### config.mk
export PLATFORM = sky130hd
export DESIGN_NAME = fetch_stage
export DESIGN_NICKNAME = d
export VERILOG_FILES = /design/src/rtl/fetch_pkg.sv /design/src/rtl/fetch_stage_pc_next_logic.sv /design/src/rtl/fetch_stage.sv
export SDC_FILE = /design/constraint.sdc
export NUM_CORES = 1
export LEC_CHECK = 0
export ABC_AREA = 1
export BUFFER_PORTS_ARGS = -buffer_cell sky130_fd_sc_hd__clkbuf_2
export CORE_MARGIN = 5
export CORE_UTILIZATION = 35
export CTS_BUF_LIST = sky130_fd_sc_hd__clkbuf_8
export CTS_CLUSTER_DIAMETER = 200
export DETAILED_ROUTE_END_ITERATION = 10
export PLACE_DENSITY = 0.66
export SLEW_MARGIN = 20
export SYNTH_ARGS = -nofsm -noshare
export SYNTH_HDL_FRONTEND = slang
export SYNTH_HIERARCHICAL = 1
export SYNTH_SLANG_ARGS = --single-unit
### constraint.sdc
create_clock -name Clk_i -period 2.2 [get_ports Clk_i]
set_clock_uncertainty 0.2 [all_clocks]
set_input_delay 0.44 -clock Clk_i [delete_from_list [all_inputs] [get_ports Clk_i]]
set_output_delay 0.44 -clock Clk_i [all_outputs]
set_load 0.02 [all_outputs]
### src/rtl/fetch_pkg.sv
// Shared types and constants for the MIPS instruction-fetch stage.
package fetch_pkg;

    localparam logic [31:0] NOP                = 32'h0000_0000;
    localparam logic [31:0] DEFAULT_HALT_INSTR = 32'hFFFF_FFFF;
    localparam logic [31:0] DEFAULT_RESET_PC   = 32'h0000_0000;
    localparam logic [31:0] DEFAULT_ADDR_LIMIT = 32'h0000_1000;

    typedef enum logic {
        RUN    = 1'b0,
        HALTED = 1'b1
    } fetch_state_e;

    typedef struct packed {
        logic [31:0] instr;
        logic [31:0] pcPlus4;
        logic        valid;
    } ifid_t;

    localparam ifid_t IFID_BUBBLE = '{instr: NOP, pcPlus4: 32'h0, valid: 1'b0};

    function automatic logic [31:0] alignWord(input logic [31:0] addr);
        return {addr[31:2], 2'b00};
    endfunction

endpackage

### src/rtl/fetch_stage_pc_next_logic.sv
// Combinational next-PC selection and halt detection for the fetch stage.
module pc_next_logic
    import fetch_pkg::*;
#(
    parameter logic [31:0] RESET_PC   = DEFAULT_RESET_PC,
    parameter logic [31:0] ADDR_LIMIT = DEFAULT_ADDR_LIMIT,
    parameter logic [31:0] HALT_INSTR = DEFAULT_HALT_INSTR
) (
    input  logic        reset_i,
    input  logic        halted_i,
    input  logic        redirect_i,
    input  logic [31:0] redirectTarget_i,
    input  logic        stall_i,
    input  logic [31:0] pc_i,
    input  logic [31:0] imemInstruction_i,
    output logic [31:0] pcNext_o,
    output logic [31:0] pcPlus4_o,
    output logic        haltFire_o,
    output logic        fetchFire_o
);

    logic haltCond;

    assign pcPlus4_o = pc_i + 32'd4;
    assign haltCond  = (imemInstruction_i == HALT_INSTR) || (pc_i >= ADDR_LIMIT);

    // Priority: reset, halted freeze, redirect, stall, halt check, sequential fetch.
    always_comb begin
        pcNext_o    = pc_i;
        haltFire_o  = 1'b0;
        fetchFire_o = 1'b0;
        if (reset_i) begin
            pcNext_o = alignWord(RESET_PC);
        end else if (halted_i) begin
            pcNext_o = pc_i;
        end else if (redirect_i) begin
            pcNext_o = alignWord(redirectTarget_i);
        end else if (stall_i) begin
            pcNext_o = pc_i;
        end else if (haltCond) begin
            haltFire_o = 1'b1;
        end else begin
            pcNext_o    = pcPlus4_o;
            fetchFire_o = 1'b1;
        end
    end

endmodule

### src/rtl/fetch_stage.sv
// Instruction-fetch stage: PC register, IF/ID pipeline register, run/halt FSM and fetch counter.
module fetch_stage
    import fetch_pkg::*;
#(
    parameter logic [31:0] RESET_PC   = DEFAULT_RESET_PC,
    parameter logic [31:0] ADDR_LIMIT = DEFAULT_ADDR_LIMIT,
    parameter logic [31:0] HALT_INSTR = DEFAULT_HALT_INSTR
) (
    input  logic        Clk_i,
    input  logic        Reset_i,
    input  logic        Stall_i,
    input  logic        Redirect_i,
    input  logic [31:0] RedirectTarget_i,
    output logic [31:0] ImemAddress_o,
    input  logic [31:0] ImemInstruction_i,
    output logic [31:0] IfIdInstruction_o,
    output logic [31:0] IfIdPCPlus4_o,
    output logic        IfIdValid_o,
    output logic        Halted_o,
    output logic [31:0] FetchCount_o
);

    fetch_state_e state_q, state_d;
    logic [31:0]  pc_q, pc_d;
    ifid_t        ifid_q, ifid_d;
    logic [31:0]  fetchCount_q, fetchCount_d;
    logic [31:0]  pcPlus4;
    logic         haltFire;
    logic         fetchFire;
    logic         isHalted;

    assign isHalted = (state_q == HALTED);

    pc_next_logic #(
        .RESET_PC   (RESET_PC),
        .ADDR_LIMIT (ADDR_LIMIT),
        .HALT_INSTR (HALT_INSTR)
    ) u_pc_next (
        .reset_i           (Reset_i),
        .halted_i          (isHalted),
        .redirect_i        (Redirect_i),
        .redirectTarget_i  (RedirectTarget_i),
        .stall_i           (Stall_i),
        .pc_i              (pc_q),
        .imemInstruction_i (ImemInstruction_i),
        .pcNext_o          (pc_d),
        .pcPlus4_o         (pcPlus4),
        .haltFire_o        (haltFire),
        .fetchFire_o       (fetchFire)
    );

    always_ff @(posedge Clk_i) begin
        if (Reset_i) begin
            state_q <= RUN;
        end else begin
            state_q <= state_d;
        end
    end

    always_comb begin
        state_d = state_q;
        case (state_q)
            RUN:     if (haltFire) state_d = HALTED;
            HALTED:  state_d = HALTED;
            default: state_d = RUN;
        endcase
    end

    always_comb begin
        Halted_o = isHalted;
    end

    // A stalled, non-redirected RUN cycle is the only case where IF/ID keeps its contents.
    always_comb begin
        ifid_d       = IFID_BUBBLE;
        fetchCount_d = fetchCount_q;
        if (fetchFire) begin
            ifid_d.instr   = ImemInstruction_i;
            ifid_d.pcPlus4 = pcPlus4;
            ifid_d.valid   = 1'b1;
            fetchCount_d   = fetchCount_q + 32'd1;
        end else if (!isHalted && !Redirect_i && Stall_i) begin
            ifid_d = ifid_q;
        end
    end

    always_ff @(posedge Clk_i) begin
        if (Reset_i) begin
            pc_q         <= alignWord(RESET_PC);
            ifid_q       <= IFID_BUBBLE;
            fetchCount_q <= 32'd0;
        end else begin
            pc_q         <= pc_d;
            ifid_q       <= ifid_d;
            fetchCount_q <= fetchCount_d;
        end
    end

    assign ImemAddress_o     = pc_q;
    assign IfIdInstruction_o = ifid_q.instr;
    assign IfIdPCPlus4_o     = ifid_q.pcPlus4;
    assign IfIdValid_o       = ifid_q.valid;
    assign FetchCount_o      = fetchCount_q;

endmodule
==> metrics.md, run 1 <==
| Metric | Value |
|---|---|
| GR Layer Usage met2 | `0.3066` |
| Antenna-violating nets left | `0` |
| Port buffer count | `about 200` |
| Register-to-register setup slack | `-0.04 ns` |
| LEAKAGE | `3.993 nW` |
| Share of cells above drive strength 1 | `0.3236` |
| FP Rows | `50` |
| Slew margin rel. | `0.6036` |
| Total track usage | `0.1911` |
| First-pass GRT wire length | `around 35000 µm` |
| Failing checks | `negative setup slack` |
| Clock-pin transition on the worst setup and hold timing paths | `~0.080 ns` |
| Grt ovf | `0` |
| Cell depth of the worst hold path | `3` |
| Ys flop type | `dfxtp_1` |
| Crit path DAT | `around 2.4 ns` |
| Combinational family with the most area after synthesis | `simple AND/OR/NAND/NOR gates` |
| Iter 0 DRT Violations | `423` |
| Crit start category | `register` |
| Max Cap Viol | `0` |
| Yosys cell types | `33` |
| CORE AREA | `between 0.015 and 0.02 mm²` |
| Post-synth ARST share | `0` |
| Final net count | `about 1300` |
| Clock group share of total power | `0.408` |
| M3 GR Usage | `0.03950` |
| Yosys top cell area share | `0.3848` |
| Die span in y | `about 150 µm` |
| Die width | `149.0 µm` |
| Number of synthesized flops with an enable pin | `0` |
| Synth warn | `6` |
| Synth top area cells | `dfxtp_1, nand2_1, nor2_1, a21oi_1, inv_1` |
| Synth Area in XOR/XNOR | `0.04014` |
| CP required | `approximately 2.4 ns` |
| Antenna Cells | `0` |
| Sequential share of power | `0.458` |
| Pwr Total | `about 5.3 mW` |
| Full die area | `0.02221 mm²` |
| Top-count cell post-synth | `nand2_1` |
| CTS tree | `done` |
| Fillers | `1967` |
| H-tree depth | `4` |
| Ports | `198` |
| Clock Latency Late Sink | `0.43 ns` |
| Root Driver | `clkbuf_8` |
| Post-synthesis simple-gate area fraction | `0.3555` |
| Post-layout min period | `2.235 ns` |
| Number of antenna violations at the first check in global routing | `0` |
| Hold WC Path Type | `in -> reg` |
| Met1 Usage GRT | `0.2618` |
| Total clock sinks | `130` |
| Internal power | `3.811 mW` |
| Sequential area share after synthesis | `0.3848` |
| Drt pass-1 iters | `5` |
| Reg-to-reg endpoint | `FetchCount_o[24]` |
| Gate power share | `0.134` |
| Post-Route WL | `21930 µm` |
| Critical path origin | `ImemAddress_o[13]` |
| Post-Synthesis Cells | `about 1000` |
| Via count | `between 7000 and 8000` |
| Reg2Reg Depth | `16` |
| HP Start | `ImemInstruction_i[16]` |
| Syn Nets | `~1100` |
| Area occupied by multi-input gates | `approximately 0.0037 mm²` |
| Area Growth Syn to Fin | `35.81%` |
| Sw frac | `0.2783` |
| Net switching power | `between 1 and 1.5 mW` |
| Initial Util | `0.3580` |
| Num CTS Buffers | `17` |
| VDD IR max | `roughly 340 µV` |
| Run status | `finished, violations left` |
| Number of global-route vias before repair | `around 6700` |
| P per Cell Area | `around 570 mW/mm²` |
| Final Hold Viols | `0` |
| Vias/cell | `around 4.7` |
| Yosys top cell by area | `dfxtp_1` |
| Max clock buf depth | `2` |
| Largest net degree at the start of global routing | `around 120` |
| Crit path kind | `reg -> reg` |
| Synth Area in Compound Gates | `0.1165` |
| Final setup vio count | `3` |
| Slew Limit Fails | `0` |
| Post-CTS Hold Buffers | `0` |
| Top cells by count, synth | `nand2_1, nor2_1, dfxtp_1` |
| Synth Cell Area | `a little under 0.007 mm²` |
| DRC errors left | `0` |
| Hold endpoint | `IfIdInstruction_o[16]` |
| Worst-margin pin slew | `0.5945 ns` |
| Global route hottest layer | `met2` |
| Register area | `approximately 0.0026 mm²` |
| Fmax | `~450 MHz` |
| WL/cell | `about 14 µm` |
| Post-synthesis adder-cell area fraction | `0.005549` |
| Period utilization | `1.016` |
| Setup ws final | `-0.03519 ns` |
| Critical path capture point type | `register` |
| RSZ-0062 raised after global routing | `true` |
| Critical path fanouts, max | `7` |
| Gpl congestion | `~0.88` |
| Seq cells post-synth | `between 100 and 150` |
| Beginning of the worst register-to-register path | `ImemAddress_o[13]` |
| Synthesized area per cell | `6.757 µm²` |
| Post-synthesis mux area share | `0` |
| Min Hold Slack | `0.05217 ns` |
| Final HPWL DP | `15570 µm` |
==> layer usage <==
layer,wire length (µm),part of all wire
met2,9945,0.45
met3,1313,0.060
met4,193,0.0088
met1,10470,0.48
met5,0,0
==> flip-flops by register name (all words and copies together), names as in the netlist <==
signal	cells
IfIdInstruction_o	32
ImemAddress_o	32
Halted_o	1
IfIdValid_o	1
IfIdPCPlus4_o	32
FetchCount_o	32
==> timing repair <==
| item | CTS | global route |
|---|---|---|
| gates resized for setup | 16 | 39 |
| setup buffers | 3 | 9 |
| gates cloned | 0 | 2 |
| pin swaps | 8 | 23 |
| endpoints found under the setup margin | 16 | 89 |
==> worst max-delay path by stage <==
stage	slack, ns	end
detailed placement	-0.31	FetchCount_o[9]
finish	-0.04	FetchCount_o[24]
floorplan	0.02	FetchCount_o[27]
global placement	-0.24	FetchCount_o[8]
CTS	-0.02	FetchCount_o[24]
global route	-0.21	FetchCount_o[24]
==> per-stage QoR <==
stage | TNS (ns) | instances | setup slack, ns | instance area, µm² | util
after floorplan | 0 | 1001 | 0.01604 | 6768 | -
after global placement | -15.46 | 1487 | -0.2406 | 8471 | 0.4483
after detailed placement | -17.62 | 1487 | -0.3107 | 8471 | 0.4483
after CTS | -0.05413 | 1522 | -0.02311 | 8960 | 0.4742
after global routing | -2.507 | 1533 | -0.2141 | 9186 | 0.4862
final | -0.09168 | 1533 | -0.03519 | 9186 | 0.4862
==> cell usage in the layout, fill, tap and decap left out, types with 3 or more instances in the layout <==
master        n
clkbuf_2    194
nor2_1      124
nand2_1     262
nor2_2       20
xor2_1       29
nand3_2      14
buf_4        83
a21oi_1      99
clkinv_2      3
a211oi_1      8
nor3_1       19
bufinv_16     3
clkinvlp_4    6
buf_12        4
nor2_4       19
ha_1          3
dfxtp_2       3
o221ai_1     20
nand2_2      13
nor3_4        3
o21ai_0       5
dfxtp_1     127
inv_2        13
nand3_1      37
inv_1       104
clkinv_4      3
nand4_1      19
clkbuf_8     18
==> cell families (layout without fill, tap and decap cells) <==
family,Yosys count,in the layout
AOI/OAI and AO/OA,136,136
xor gates and xnor gates,31,31
adders and majority gates,3,3
buffers and inverters,163,435
DFF,130,130
and+or+nand+nor,538,538
==> cell type report <==
class / instances / share of cell area
repair buffers: 285 / 0.1890
repair inverters: 1 / 0.0008172
flip-flops and latches: 130 / 0.2837
clock buffers: 18 / 0.02697
multi-input cells: 708 / 0.3978
well taps: 260 / 0.03541
clock inverters: 14 / 0.01798
inverters: 117 / 0.04822
==> power by group through the flow <==
stage	clock, mW	combinational, mW	sequential [mW]
6_report	2.16	0.708	2.42
5_1_grt	2.33	0.779	2.42
4_1_cts	2.24	0.700	2.42
3_5_place_dp	0	0.687	2.47
3_3_place_gp	0	0.682	2.47
2_1_floorplan	0	0.328	2.53
==> critical path, stage by stage (launching register included) <==
cell and delay (ns):
dfxtp_2 0.33, nor2_2 0.10, nand2_1 0.08, nor2_1 0.10, nand2_1 0.09, nor2_4 0.13
nand2_4 0.07, nor2_4 0.20, buf_4 0.16, nand3_2 0.09, nor2_2 0.18, nand2_2 0.08
nor2_4 0.12, nand2_1 0.07, nand2_1 0.06, inv_1 0.03, nor2_1 0.08
No activity file was read; power rests on OpenSTA's default activity.
==> inputs of run 2 (changes only) <==
--- a/config.mk
+++ b/config.mk
@@ -8,11 +8,11 @@
 export ABC_AREA = 1
 export BUFFER_PORTS_ARGS = -buffer_cell sky130_fd_sc_hd__clkbuf_2
 export CORE_MARGIN = 5
-export CORE_UTILIZATION = 35
+export CORE_UTILIZATION = 49
 export CTS_BUF_LIST = sky130_fd_sc_hd__clkbuf_8
 export CTS_CLUSTER_DIAMETER = 200
 export DETAILED_ROUTE_END_ITERATION = 10
-export PLACE_DENSITY = 0.66
+export PLACE_DENSITY = 0.85
 export SLEW_MARGIN = 20
 export SYNTH_ARGS = -nofsm -noshare
 export SYNTH_HDL_FRONTEND = slang
==> run 2 against run 1 <==
Against the previous run:
- the flow now finishes without violations
- final area down 1.2%
- register-to-register slack better by 0.05 ns
- hold slack worse by 0.018 ns
- maximum frequency up 2.3%
- sequential power about the same
- routed wire length down 5.3%
- critical endpoint is now FetchCount_o[10]
- highest routed layer unchanged
==> metrics.md, run 2 (synthesis gave the netlist of run 1 again) <==
| Metric | Value |
|---|---|
| Run status | `finished, final reports clean` |
| Die width | `~130 µm` |
| Final net count | `1326` |
| Vias/cell | `5.080` |
| Iter 0 DRT Violations | `560` |
| Commonest non-fill, non-tap cells in the layout | `nand2_1, clkbuf_2, nor2_1, dfxtp_1, inv_1` |
| Largest delay share family, worst path | `simple AND/OR/NAND/NOR gates` |
| Worst-margin pin slew | `approximately 0.57 ns` |
| Most used cell, CP | `nor2_4` |
| Slew Limit Fails | `0` |
| Period utilization | `0.9933` |
| Internal power | `~4.0 mW` |
| DP Worst Slack | `-0.1777 ns` |
| Max clock buf depth | `2` |
| Total track usage | `0.2483` |
| Buf/Inv on CP | `3` |
| Clock Latency Late Sink | `roughly 0.46 ns` |
| RSZ-0062 raised after global routing | `true` |
| Post-layout min period | `roughly 2.2 ns` |
| Slew margin rel. | `0.6180` |
| WL/cell | `around 14 µm` |
| Net switching power | `between 1 and 1.5 mW` |
| Critical path origin | `ImemAddress_o[30]` |
| Crit path DAT | `between 2 and 2.5 ns` |
| Crit path kind | `reg -> reg` |
| CP max-delay cell | `dfxtp_1` |
| Register-to-register setup slack | `0.01 ns` |
| Final setup vio count | `0` |
| First-pass GRT wire length | `33180 µm` |
| Sequential share of power | `0.451` |
| Ports | `198` |
| Post-CTS Hold Buffers | `0` |
| HP Start | `ImemInstruction_i[17]` |
| Final Hold Viols | `0` |
| CORE AREA | `about 0.014 mm²` |
| Post-Route WL | `~21000 µm` |
| Share of cells above drive strength 1 | `0.3202` |
| Setup ws final | `approximately 0.015 ns` |
| Antenna-violating nets left | `0` |
| DRC errors left | `0` |
| Root Driver | `clkbuf_8` |
| Hold WC Path Type | `in -> reg` |
| VDD IR max | `374.9 µV` |
| Area Growth Syn to Fin | `34.15%` |
| CP cell instances | `nor2_1 -> nand2_1 -> nor2_2 -> nand2_2 -> nor2_4 -> nand2_4 -> nor2_4 -> inv_2 -> buf_6 -> nor2_4 -> nand2_2 -> nor2_4 -> buf_6 -> o21ai_2 -> a21oi_1` |
| Number of global-route vias before repair | `6947` |
| H-tree depth | `4` |
| Total clock sinks | `130` |
| Clock-pin transition on the worst setup and hold timing paths | `0.07 ns` |
| Antenna Cells | `0` |
| Slowest stage delay, CP | `0.32 ns` |
| Max Cap Viol | `0` |
| Min Hold Slack | `between 0.03 and 0.04 ns` |
| Num CTS Buffers | `17` |
| CTS tree | `done` |
| Gate power share | `0.129` |
| Number of antenna violations at the first check in global routing | `0` |
| Critical path fanouts, max | `5` |
| Fmax | `around 460 MHz` |
| LEAKAGE | `approximately 4 nW` |
| Initial Util | `0.4930` |
| Largest net degree at the start of global routing | `roughly 120` |
| Clock group share of total power | `0.420` |
| Critical path capture point type | `register` |
| Leading cell type in the layout, fill and taps excluded | `nand2_1` |
| Grt ovf | `0` |
| Crit start category | `register` |
| CP required | `between 2 and 2.5 ns` |
| FP Rows | `43` |
| Via count | `around 7400` |
| Gpl congestion | `0.9148` |
| Port buffer count | `about 200` |
| Die span in y | `between 100 and 150 µm` |
| Drt pass-1 iters | `5` |
| P per Cell Area | `approximately 590 mW/mm²` |
| Full die area | `approximately 0.016 mm²` |
| Sw frac | `0.2599` |
| Final HPWL DP | `~15000 µm` |
| Beginning of the worst register-to-register path | `ImemAddress_o[30]` |
## run 2: changes by cell type in the layout (fill, tap and decap cells not counted), sizes merged
cell / change
clkinvlp: -4
inv: +2
clkinv: -2
bufinv: +1
buf: -4
clkbuf: +2
## run 2: final timing paths
kind                            to  depth (start not counted)
max               FetchCount_o[10]                         15
min reg2reg   IfIdInstruction_o[6]                          2
max reg2reg       FetchCount_o[10]                         15
min          IfIdInstruction_o[17]                          3
## run 2: per-stage QoR
stage	setup TNS (ns)	instances	total power, mW	util	cell area, µm²
after global routing	-1.734	1448	5.574	0.6614	9074
after CTS	0	1436	5.380	0.6420	8807
after detailed placement	-8.163	1404	3.144	0.6094	8361
after floorplan	0	1001	2.858	-	6768
after global placement	-6.337	1404	3.133	0.6094	8361
final	0	1448	5.364	0.6614	9074
## run 2: final cells by class
| cell class | count | area [µm²] |
|---|---|---|
| fillers | 1204 | 4646 |
| multi-input cells | 708 | 3647 |
| flip-flops and latches | 130 | 2609 |
| repair buffers | 281 | 1715 |
| inverters | 117 | 439.2 |
| clock buffers | 20 | 275.3 |
| well taps | 180 | 225.2 |
| clock inverters | 12 | 162.7 |
## run 2: per-layer routing
metal	global-route usage	share of wire	vias up
li1	-	-	3698
met1	0.3219	0.43	3353
met2	0.4023	0.47	264
met3	0.05602	0.070	41
met4	0.09716	0.023	0
met5	0	0	-
## run 2: worst reg2reg max path, stage by stage (launching register included)
cell and delay (ns):
dfxtp_1 0.32, nor2_1 0.10, nand2_1 0.06, nor2_2 0.12
nand2_2 0.07, nor2_4 0.15, nand2_4 0.07, nor2_4 0.17
inv_2 0.06, buf_6 0.13, nor2_4 0.10, nand2_2 0.09
nor2_4 0.17, buf_6 0.13, o21ai_2 0.04, a21oi_1 0.13
## run 2: repair_timing
item,4_1_cts,5_1_grt
cloned,0,1
resized for setup,2,51
pin swaps,0,26
buffers inserted,0,11
setup endpoints to repair,3,43
## run 2: power by group through the flow
stage	clock network [mW]	registers, mW	logic, mW
4_1_cts	2.29	2.42	0.677
6_report	2.25	2.42	0.693
3_5_place_dp	0	2.47	0.672
2_1_floorplan	0	2.53	0.328
5_1_grt	2.39	2.42	0.762
3_3_place_gp	0	2.47	0.664
